<file path="config.mk">
export PLATFORM = sky130hd
export DESIGN_NAME = maxpool_buffer_writer
export DESIGN_NICKNAME = d
export VERILOG_FILES = /design/src/rtl/maxpool_buffer_writer_pkg.sv /design/src/rtl/maxpool_write_addr_gen.sv /design/src/rtl/maxpool_buffer_writer.sv
export SDC_FILE = /design/constraint.sdc
export NUM_CORES = 1
export LEC_CHECK = 0
export ABC_AREA = 1
export BUFFER_PORTS_ARGS = -buffer_cell sky130_fd_sc_hd__buf_2
export CAP_MARGIN = 20
export CORE_MARGIN = 8
export CORE_UTILIZATION = 50
export CTS_BUF_LIST = sky130_fd_sc_hd__clkbuf_4
export CTS_CLUSTER_SIZE = 30
export DETAILED_ROUTE_END_ITERATION = 8
export PLACE_DENSITY = 0.77
export SETUP_SLACK_MARGIN = 0.5
export SLEW_MARGIN = 20
export SYNTH_ARGS = -nofsm -noshare
export SYNTH_HDL_FRONTEND = slang
export SYNTH_HIERARCHICAL = 1
export SYNTH_SLANG_ARGS = --single-unit
export TNS_END_PERCENT = 5
</file>
<file path="constraint.sdc">
create_clock -name clk -period 2.4 [get_ports clk]
set_clock_uncertainty 0.2 [all_clocks]
set_input_delay 0.48 -clock clk [delete_from_list [all_inputs] [get_ports clk]]
set_output_delay 0.48 -clock clk [all_outputs]
set_load 0.02 [all_outputs]
</file>
<file path="src/rtl/maxpool_buffer_writer_pkg.sv">
// Shared buffer geometry and writer state encoding for the max-pool -> FC handoff.
package maxpool_buffer_writer_pkg;

  // Buffer geometry; the FC read-side counter uses the same constants.
  localparam int NUM_MAX_RESULTS = 507;
  localparam int MAX_ADDR_WIDTH  = 10;

  typedef enum logic [1:0] {
    IDLE  = 2'd0,
    FILL  = 2'd1,
    FLUSH = 2'd2,
    FULL  = 2'd3
  } wr_state_t;

endpackage

</file>
<file path="src/rtl/maxpool_write_addr_gen.sv">
// Fill counter for the max-pool buffer writer: clear, increment, terminal flag.
module maxpool_write_addr_gen #(
  parameter int ADDR_WIDTH  = 10,
  parameter int NUM_ENTRIES = 507
) (
  input  logic                  clk,
  input  logic                  rst,
  input  logic                  clear,
  input  logic                  inc,
  output logic [ADDR_WIDTH-1:0] count,
  output logic                  last
);

  localparam logic [ADDR_WIDTH-1:0] LAST_IDX = ADDR_WIDTH'(NUM_ENTRIES - 1);
  localparam logic [ADDR_WIDTH-1:0] TERM_CNT = ADDR_WIDTH'(NUM_ENTRIES);

  // Count accepted beats; stops at NUM_ENTRIES so it reads as "complete" while held.
  always_ff @(posedge clk or posedge rst) begin
    if (rst) begin
      count <= '0;
    end else if (clear) begin
      count <= '0;
    end else if (inc && (count != TERM_CNT)) begin
      count <= count + 1'b1;
    end
  end

  // Next accepted beat is the final one of the image.
  assign last = (count == LAST_IDX);

endmodule

</file>
<file path="src/rtl/maxpool_buffer_writer.sv">
// Write-side controller for the max-pool result buffer feeding the FC stage.
// Streams pooled activations into addresses 0..NUM_ENTRIES-1, then hands the
// buffer to the reader and holds it until the reader lets it go.
module maxpool_buffer_writer
  import maxpool_buffer_writer_pkg::*;
#(
  parameter int DATA_WIDTH  = 8,
  parameter int ADDR_WIDTH  = MAX_ADDR_WIDTH,
  parameter int NUM_ENTRIES = NUM_MAX_RESULTS
) (
  input  logic                  clk,
  input  logic                  rst,
  input  logic                  start,
  input  logic                  in_valid,
  input  logic [DATA_WIDTH-1:0] in_data,
  output logic                  in_ready,
  output logic                  mem_we,
  output logic [ADDR_WIDTH-1:0] mem_addr,
  output logic [DATA_WIDTH-1:0] mem_wdata,
  output logic                  done,
  output logic                  full,
  input  logic                  buf_release,  // reader finished with the buffer
  output logic [ADDR_WIDTH-1:0] fill_count
);

  wr_state_t state_q, state_d;
  logic      accept;
  logic      cnt_clear;
  logic      cnt_last;

  // Ready depends on state only, so the producer never sees a valid->ready loop.
  assign in_ready = (state_q == FILL);
  assign accept   = in_valid && in_ready;
  assign full     = (state_q == FULL);

  maxpool_write_addr_gen #(
    .ADDR_WIDTH  (ADDR_WIDTH),
    .NUM_ENTRIES (NUM_ENTRIES)
  ) u_addr_gen (
    .clk   (clk),
    .rst   (rst),
    .clear (cnt_clear),
    .inc   (accept),
    .count (fill_count),
    .last  (cnt_last)
  );

  // State register.
  always_ff @(posedge clk or posedge rst) begin
    if (rst) begin
      state_q <= IDLE;
    end else begin
      state_q <= state_d;
    end
  end

  // Next-state logic and fill-counter clear on every entry to FILL.
  always_comb begin
    state_d   = state_q;
    cnt_clear = 1'b0;
    unique case (state_q)
      IDLE: begin
        if (start) begin
          state_d   = FILL;
          cnt_clear = 1'b1;
        end
      end
      FILL: begin
        if (accept && cnt_last) begin
          state_d = FLUSH;
        end
      end
      FLUSH: begin
        state_d = FULL;
      end
      FULL: begin
        if (buf_release) begin
          if (start) begin
            state_d   = FILL;
            cnt_clear = 1'b1;
          end else begin
            state_d = IDLE;
          end
        end
      end
      default: begin
        state_d = IDLE;
      end
    endcase
  end

  // Memory port: one-cycle registered copy of each accepted beat; address and data hold otherwise.
  always_ff @(posedge clk or posedge rst) begin
    if (rst) begin
      mem_we    <= 1'b0;
      mem_addr  <= '0;
      mem_wdata <= '0;
    end else begin
      mem_we <= accept;
      if (accept) begin
        mem_addr  <= fill_count;
        mem_wdata <= in_data;
      end
    end
  end

  // Done pulses in the first FULL cycle, i.e. the cycle after FLUSH, once the last write has committed.
  always_ff @(posedge clk or posedge rst) begin
    if (rst) begin
      done <= 1'b0;
    end else begin
      done <= (state_q == FLUSH);
    end
  end

endmodule
</file>
==> results of run 1 <==
## per-stage QoR
stage	hold slack, ns	area, µm²
final	0.1493	2037
after detailed placement	0.1474	1891
after global routing	0.1287	2037
after floorplan	0.1202	1635
after CTS	0.1366	2001
after global placement	0.1352	1891
## where the power goes
group	internal, mW	leakage [nW]	switching (mW)
clock network	0.217	0.0412	0.187
logic	0.359	0.719	0.669
registers	0.694	0.420	0.118
## state kept, by name, indices dropped and copies added, names as in the netlist
| name | cells |
|---|---|
| state_q | 2 |
| u_addr_gen/count | 10 |
| mem_addr | 10 |
| mem_we | 1 |
| mem_wdata | 8 |
| done | 1 |
## final cells by class
type	count	area, µm²	area share, %
sequential	32	803.3	39.43
multi-input combinational	146	742.0	36.43
timing repair buffer	48	262.8	12.90
inverter	21	93.84	4.607
tap	44	55.05	2.703
clock inverter	3	42.54	2.088
clock buffer	5	37.54	1.843
## layer usage
layer / track usage [%] / part of all wire (%)
met3: 4.258 / 8.0
met5: 0 / 0
met1: 17.23 / 45
met2: 21.05 / 46
met4: 5.556 / 0.91
## timing repair
action	4_1_cts	5_1_grt
hold buffers	1	0
hold endpoints to repair	11	0
pin swaps	0	1
resized for setup	6	8
buffers inserted	0	2
setup endpoints to repair	9	13
## path summary, 6_finish.rpt
check                                   from                   to  slack [ns]  cells after the start
max in group asynchronous                rst           state_q[0]        1.20                      4
worst min register to register  mem_wdata[2]         mem_wdata[2]        0.28                      2
worst max register to register    state_q[0]  u_addr_gen/count[9]        0.55                      8
worst max-delay path              state_q[0]             in_ready        0.49                      3
min in group asynchronous                rst          mem_addr[6]        0.33                      3
worst min-delay path              in_data[2]         mem_wdata[2]        0.15                      3
## cells in the final DEF (no fill, tap or decap), drive strengths merged
master	Yosys	final
nand2	96	96
buf	2	47
dfrtp	32	32
inv	20	20
nand4	10	10
nor2	10	10
nand3	9	9
ha	7	7
clkbuf	0	5
o21ai	4	4
a21oi	3	3
nor3	3	3
clkinv	1	2
clkinvlp	0	1
bufinv	0	1
dlygate4sd3	0	1
xor2	1	1
or2	1	1
o21bai	1	1
a21o	1	1
## cells by family after synthesis
| kind of cell | Yosys count | share of synthesized area, % |
|---|---|---|
| flops | 32 | 49.12 |
| xor+xnor | 1 | 0.5373 |
| compound gates | 9 | 3.069 |
| fa+ha+maj | 7 | 5.372 |
| buf+inv | 23 | 7.291 |
| simple gates | 129 | 34.61 |
## worst min-delay path: stages
cell     delay, ns
buf_2         0.08
nand2_1       0.04
nand2_1       0.05
==> metrics, run 1 <==
status=complete, no violations; pin count of the biggest net entering global routing=22; Sink Count=32; EDFF count, synth=0; Final nets=274; Seq cells post-synth=32; slew margin rel.=73.14%; RSZ-0062 raised after global routing=yes; worst-path cell chain=buf_6 -> ha_4 -> buf_6; fmax=524.2 MHz; CTS Buf Count=5; required time of the critical path=1.72 ns; CP startpoint kind=flip-flop; Post-Syn Area=0.001630 mm²; Crit Path Class=reg2out; most used cell, CP=buf_6; Setup violations, final=0; vias in the first global route=1249; Net Count, Synth=221; main area contributors after synthesis=dfrtp_1 49%, nand2_1 21%, ha_1 5.4%, inv_1 4.4%, nand4_1 3.8%; first-pass GRT wire length=5699 µm; Netlist cell types=23; Setup TNS=0 ns; CP top delay family=flip-flops; ys async rst share=100.0%; Min Clock Period, post-route=1.908 ns; Seq/Total Area, Yosys=49.12%; pre-CTS setup slack=0.4247 ns; initial antenna violation count=0; DPL Wire Length=2761 µm; CP Capture Type=output pin; Yosys Warn Count=6; worst setup margin=0.4922 ns; Critical Path AT=1.23 ns; final hold vios=0; Worst-Margin Slew=0.4024 ns; placed insts=288; Core Util, Final=66.18%; Max Transition Viols Final=0; cells after synthesis=201; most common cell in the synthesized netlist=nand2_1; IO Count=45; antenna-violating nets left=0; mean post-synth cell area=8.111 µm²; Synth top area share=49.12%; GR Overflow Total=0; Final period util=79.49%; CTS clk-pin slew, worst paths=0.11 ns; die width=73.10 µm; DR vias=1456; synth cell count leaders=90 x nand2_1, 32 x dfrtp_1, 19 x inv_1; Final Non-Filler Cells=299; Initial Utilization=52.97%; Clock Tree Buf Depth=2; root buf cell=clkbuf_4; CP peak stage delay=0.46 ns; leakage power=1.180 nW; overall power=2.244 mW; share of post-route cells with drive strength above 1=29.41%; Residual DRC=0; Pwr Density=1102 mW/mm²; worst hold path type=in2reg; worst path bufs/invs=2; Cell Rows=20; GPL Wtd Cong=0.9289; area leader, netlist=dfrtp_1; ys flop type=dfrtp_1; worst skew pair latency=0.33 ns; Total Wirelength=3723 µm; vias per inst=4.870; H-tree levels=2; drt first pass iters=4; critical path's slowest cell=dfrtp_2; Area growth syn-to-layout=24.94%; Worst VDD drop=0.7494 mV; diode count=0; TritonCTS clock tree=yes; Max-Cap Viols=0; critical path peak fanout=5; core footprint=0.003078 mm²; DR iter-0 viols=112; Die ar.=0.005344 mm²; fill count=279; routed len/inst=12.45 µm; Die Y-Extent=73.10 µm; Overall Global Routing Usage=13.67%; PortBufs=44
No activity file was read; power rests on OpenSTA's default activity.
==> run 2: changes to the inputs <==
==> constraint.sdc (replaced) <==
create_clock -name clk -period 1.93 [get_ports clk]
set_clock_uncertainty 0.2 [all_clocks]
set_input_delay 0.386 -clock clk [delete_from_list [all_inputs] [get_ports clk]]
set_output_delay 0.386 -clock clk [all_outputs]
set_load 0.02 [all_outputs]
==> metrics, run 2 (same netlist as run 1, synthesis figures left out) <==
status=complete, no violations (unchanged); Residual DRC=0 (unchanged); initial antenna violation count=0 (unchanged); Clock Tree Buf Depth=2 (unchanged); Die Y-Extent=73.10 µm (unchanged); Sink Count=32 (unchanged); hold depth=3 (unchanged); CP Capture Type=output pin (unchanged); Final period util=91.94%; diode count=0 (unchanged); critical path peak fanout=3 (was 5); antenna-violating nets left=0 (unchanged); Crit Path Class=reg2out (unchanged); Total Wirelength=4313 µm (was 3723 µm); reg2reg start=state_q[0] (unchanged); Worst-Margin Slew=0.4271 ns (was 0.4024 ns); leakage power=1.290 nW (was 1.180 nW); final hold vios=0 (unchanged); CTS Buf Count=5 (unchanged); Setup TNS=0 ns (unchanged); required time of the critical path=1.34 ns (was 1.72 ns); FF-to-FF path depth=8 (unchanged); share of post-route cells with drive strength above 1=38.63% (was 29.41%); vias per inst=5.059 (was 4.870); Area growth syn-to-layout=38.83% (was 24.94%); commonest non-fill, non-tap cell in the layout=nand2_1 (unchanged); most frequent cells in the layout=85 x nand2_1, 42 x buf_2, 26 x dfrtp_1, 25 x buf_4, 15 x inv_1 (was 90 x nand2_1, 43 x buf_2, 30 x dfrtp_1, 16 x inv_1, 10 x nand4_1); hold worst-path end=mem_wdata[7] (was mem_wdata[2]); Max-Cap Viols=0 (unchanged); H-tree levels=2 (unchanged); worst hold path type=in2reg (unchanged); drt first pass iters=5 (was 4); hold_ws=0.04347 ns (was 0.1493 ns); CP startpoint kind=flip-flop (unchanged); CTS clk-pin slew, worst paths=0.10 ns (was 0.11 ns); hold path start=in_data[7] (was in_data[2]); largest registers=mem_addr x10, u_addr_gen/count x10, mem_wdata x8 (unchanged); vias in the first global route=1426 (was 1249); root buf cell=clkbuf_4 (unchanged); IO Count=45 (unchanged); first-pass GRT wire length=6789 µm (was 5699 µm); die width=73.10 µm (unchanged); core footprint=0.003078 mm² (unchanged); DPL Wire Length=2936 µm (was 2761 µm); Min Clock Period, post-route=1.775 ns; Worst VDD drop=1.119 mV (was 0.7494 mV); GR Overflow Total=0 (unchanged); worst reg2reg endpoint=u_addr_gen/count[8] (was u_addr_gen/count[9]); DR iter-0 viols=139 (was 112); pin count of the biggest net entering global routing=20 (was 22); routed len/inst=13.44 µm (was 12.45 µm); Die ar.=0.005344 mm² (unchanged); Overall Global Routing Usage=16.38% (was 13.67%); GPL Wtd Cong=0.9084 (was 0.9289); Setup violations, final=0 (unchanged); R2R setup slack=0.18 ns (was 0.55 ns); TritonCTS clock tree=yes (unchanged); slew margin rel.=71.42% (was 73.14%); DR vias=1624 (was 1456); Critical Path AT=1.19 ns (was 1.23 ns); PortBufs=44 (unchanged); Cell Rows=20 (unchanged); Initial Utilization=52.97% (unchanged); Final nets=296 (was 274); Max Transition Viols Final=0 (unchanged); Core Util, Final=73.54% (was 66.18%); overall power=3.116 mW (was 2.244 mW); Pwr Density=1377 mW/mm² (was 1102 mW/mm²); RSZ-0062 raised after global routing=yes (unchanged); worst skew pair latency=0.33 ns (about the same); fmax=563.5 MHz
[run 2: cell types whose count changed in the layout (fill, tap and decap cells not counted), sizes merged]
cell      before  now
inv           20   21
clkinvlp       1    0
buf           47   69
[run 2: cell type report]
| class | instances | area [µm²] |
|---|---|---|
| Clock buffer | 5 | 37.54 |
| Clock inverter | 3 | 37.54 |
| Fill cell | 225 | 814.5 |
| Inverter | 21 | 98.84 |
| Multi-Input combinational cell | 146 | 795.8 |
| Sequential cell | 32 | 808.3 |
| Tap cell | 44 | 55.05 |
| Timing Repair Buffer | 70 | 430.4 |
[run 2: routing by layer]
metal	GRT usage (%)	vias up	wire [µm]
met3	5.632	14	449
met4	8.000	0	95
li1	-	785	-
met1	20.82	744	1838
met5	0	-	0
met2	24.03	81	1929
[run 2: critical path, stage by stage, from the launching register on]
cell and delay (ns):
dfrtp_2 0.45, buf_6 0.13, ha_4 0.16, buf_6 0.12
[run 2: worst max path at each step]
stage	depth (start not counted)	slack, ns	from	endpoint
final	3	0.16	state_q[1]	full
after global routing	8	0.11	state_q[0]	u_addr_gen/count[8]
after CTS	3	0.16	state_q[1]	full
after global placement	9	0.17	u_addr_gen/count[5]	state_q[1]
after floorplan	8	0.25	state_q[1]	u_addr_gen/count[1]
after detailed placement	8	0.11	state_q[1]	u_addr_gen/count[1]
[run 2: repair_timing]
item / in CTS / in global routing
endpoints found under the hold margin: 15 / 0
setup buffers: 9 / 10
hold buffers: 1 / 0
pin swaps: 1 / 6
resized for setup: 7 / 11
setup endpoints to repair: 63 / 63
[run 2: where the power goes]
group / internal, mW / switching [mW]
logic: 0.653 / 0.952
clock network: 0.264 / 0.225
registers: 0.869 / 0.152
[run 2: metrics by stage]
| step | instance area [µm²] | instances | worst slack, ns |
|---|---|---|---|
| 2_1_floorplan | 1697 | 201 | 0.2501 |
| 3_3_place_gp | 1989 | 293 | 0.1652 |
| 5_1_grt | 2263 | 321 | 0.1142 |
| 6_report | 2263 | 321 | 0.1555 |
| 4_1_cts | 2163 | 311 | 0.1590 |
| 3_5_place_dp | 1989 | 293 | 0.1147 |
==> run 3: changes to the inputs <==
--- a/config.mk
+++ b/config.mk
@@ -8,12 +8,14 @@
 export ABC_AREA = 1
 export BUFFER_PORTS_ARGS = -buffer_cell sky130_fd_sc_hd__buf_2
 export CAP_MARGIN = 20
+export CELL_PAD_IN_SITES_DETAIL_PLACEMENT = 2
+export CELL_PAD_IN_SITES_GLOBAL_PLACEMENT = 2
 export CORE_MARGIN = 8
-export CORE_UTILIZATION = 50
+export CORE_UTILIZATION = 30
 export CTS_BUF_LIST = sky130_fd_sc_hd__clkbuf_4
 export CTS_CLUSTER_SIZE = 30
 export DETAILED_ROUTE_END_ITERATION = 8
-export PLACE_DENSITY = 0.77
+export PLACE_DENSITY_LB_ADDON = 0.1
 export SETUP_SLACK_MARGIN = 0.5
 export SLEW_MARGIN = 20
 export SYNTH_ARGS = -nofsm -noshare
==> metrics, run 3 (same netlist as run 1, synthesis figures left out) <==
status=complete, no violations (unchanged); Max Transition Viols Final=0 (unchanged); Max-Cap Viols=0 (unchanged); initial antenna violation count=0 (unchanged); placed insts=326 (was 293); Crit Path Class=reg2reg (was reg2out); required time of the critical path=2.00 ns (was 1.34 ns); DR vias=1631 (was 1624); GR Overflow Total=0 (unchanged); worst hold path type=in2reg (unchanged); Worst-Margin Slew=0.4712 ns (was 0.4271 ns); Total Wirelength=5637 µm (was 4313 µm); Die Y-Extent=89.72 µm (was 73.10 µm); pre-CTS setup slack=0.07558 ns (was 0.1147 ns); Min Clock Period, post-route=1.863 ns (was 1.775 ns); worst setup margin=0.06737 ns (was 0.1555 ns); IO Count=45 (unchanged); RSZ-0062 raised after global routing=yes (unchanged); GPL Wtd Cong=0.7856 (was 0.9084); Cell Rows=27 (was 20); antenna-violating nets left=0 (unchanged); hold_ws=0.04194 ns (was 0.04347 ns); pin count of the biggest net entering global routing=19 (was 20); Reg area=808.3 µm² (unchanged); CTS Buf Count=5 (unchanged); Final period util=96.51% (was 91.94%); overall power=3.363 mW (was 3.116 mW); Area growth syn-to-layout=45.28% (was 38.83%); Die ar.=0.008050 mm² (was 0.005344 mm²); routed len/inst=15.97 µm (was 13.44 µm); vias in the first global route=1818 (was 1426); DR iter-0 viols=29 (was 139); Initial Utilization=30.35% (was 52.97%); hold path start=in_data[5] (was in_data[7]); largest registers=mem_addr x10, u_addr_gen/count x10, mem_wdata x8 (unchanged); fin area=0.002369 mm² (was 0.002263 mm²); R2R setup slack=0.07 ns (was 0.18 ns); PortBufs=44 (unchanged); Final Non-Filler Cells=353 (was 321); Worst VDD drop=0.7775 mV (was 1.119 mV); root buf cell=clkbuf_4 (unchanged); Sink Count=32 (unchanged); commonest non-fill, non-tap cell in the layout=nand2_1 (unchanged); DPL Wire Length=4045 µm (was 2936 µm); slew margin rel.=68.55% (was 71.42%); Setup violations, final=0 (unchanged); core footprint=0.005371 mm² (was 0.003078 mm²); diode count=0 (unchanged); CP Capture Type=flip-flop (was output pin); CP startpoint kind=flip-flop (unchanged); H-tree levels=2 (unchanged); hold depth=3 (unchanged); TritonCTS clock tree=yes (unchanged); reg2reg start=state_q[0] (unchanged); first-pass GRT wire length=9156 µm (was 6789 µm); hold worst-path end=mem_wdata[5] (was mem_wdata[7]); FF-to-FF path depth=8 (unchanged); CTS clk-pin slew, worst paths=0.11 ns (was 0.10 ns); most frequent cells in the layout=88 x nand2_1, 42 x buf_2, 26 x dfrtp_1, 26 x buf_4, 15 x inv_1 (was 85 x nand2_1, 42 x buf_2, 26 x dfrtp_1, 25 x buf_4, 15 x inv_1); critical path peak fanout=4 (was 3); Overall Global Routing Usage=13.90% (was 16.38%); drt first pass iters=4 (was 5); fmax=536.9 MHz (was 563.5 MHz); Final nets=300 (was 296); area of the multi-input gates=804.5 µm² (was 795.8 µm²); Clock Tree Buf Depth=2 (unchanged); vias per inst=4.620 (was 5.059); leakage power=1.317 nW (was 1.290 nW); Critical Path AT=1.93 ns (was 1.19 ns); die width=89.72 µm (was 73.10 µm); fill count=628 (was 225); Residual DRC=0 (unchanged); worst reg2reg endpoint=u_addr_gen/count[2] (was u_addr_gen/count[8]); share of post-route cells with drive strength above 1=39.86% (was 38.63%); Pwr Density=1420 mW/mm² (was 1377 mW/mm²); final hold vios=0 (unchanged); placed cell area=0.002062 mm² (was 0.001989 mm²); worst skew pair latency=0.34 ns (was 0.33 ns)
[run 3: routing by layer]
layer	track usage (%)	vias to the layer above	wire length, µm
li1	-	791	-
met1	15.90	800	2470
met2	24.17	33	2880
met3	4.156	7	223
met4	4.231	0	62
met5	0	-	0
[run 3: where the power goes]
group	total [mW]	switching, mW	internal [mW]
Clock	0.519	0.249	0.270
Sequential	1.04	0.169	0.869
Combinational	1.81	1.03	0.781
[run 3: worst max-delay path by stage]
| stage | endpoint | slack (ns) | cells past startpoint | start |
|---|---|---|---|---|
| after floorplan | u_addr_gen/count[1] | 0.25 | 8 | state_q[1] |
| after global routing | u_addr_gen/count[2] | -0.06 | 8 | state_q[0] |
| final | u_addr_gen/count[2] | 0.07 | 8 | state_q[0] |
| after detailed placement | u_addr_gen/count[6] | 0.08 | 8 | state_q[1] |
| after CTS | full | 0.09 | 3 | state_q[0] |
| after global placement | u_addr_gen/count[1] | 0.14 | 8 | state_q[1] |
[run 3: final cells by class]
type / instances / area share [%]
multi-input cells: 146 / 33.97
well taps: 72 / 3.803
clock inverters: 3 / 1.796
repair buffers: 74 / 20.66
flip-flops and latches: 32 / 34.13
inverters: 21 / 4.068
clock buffers: 5 / 1.585
[run 3: critical path: stages (launching register included)]
cell     delay (ns)
dfrtp_2        0.48
buf_12         0.14
ha_4           0.16
a21oi_2        0.18
nor3_4         0.07
buf_4          0.13
nor3_1         0.21
nand2_1        0.10
o21ai_1        0.10
[run 3: what timing repair did]
| item | CTS | global route |
|---|---|---|
| gates resized for setup | 4 | 14 |
| hold endpoints to repair | 22 | 0 |
| hold buffers | 1 | 0 |
| buffers inserted | 9 | 9 |
| setup endpoints to repair | 63 | 69 |
| pin swaps | 2 | 8 |
[run 3: stage by stage]
| step | TNS, ns | util, % |
|---|---|---|
| CTS | 0 | 41.74 |
| detailed placement | 0 | 38.39 |
| global route | -0.06379 | 44.10 |
| floorplan | 0 | - |
| finish | 0 | 44.10 |
| global placement | 0 | 38.39 |
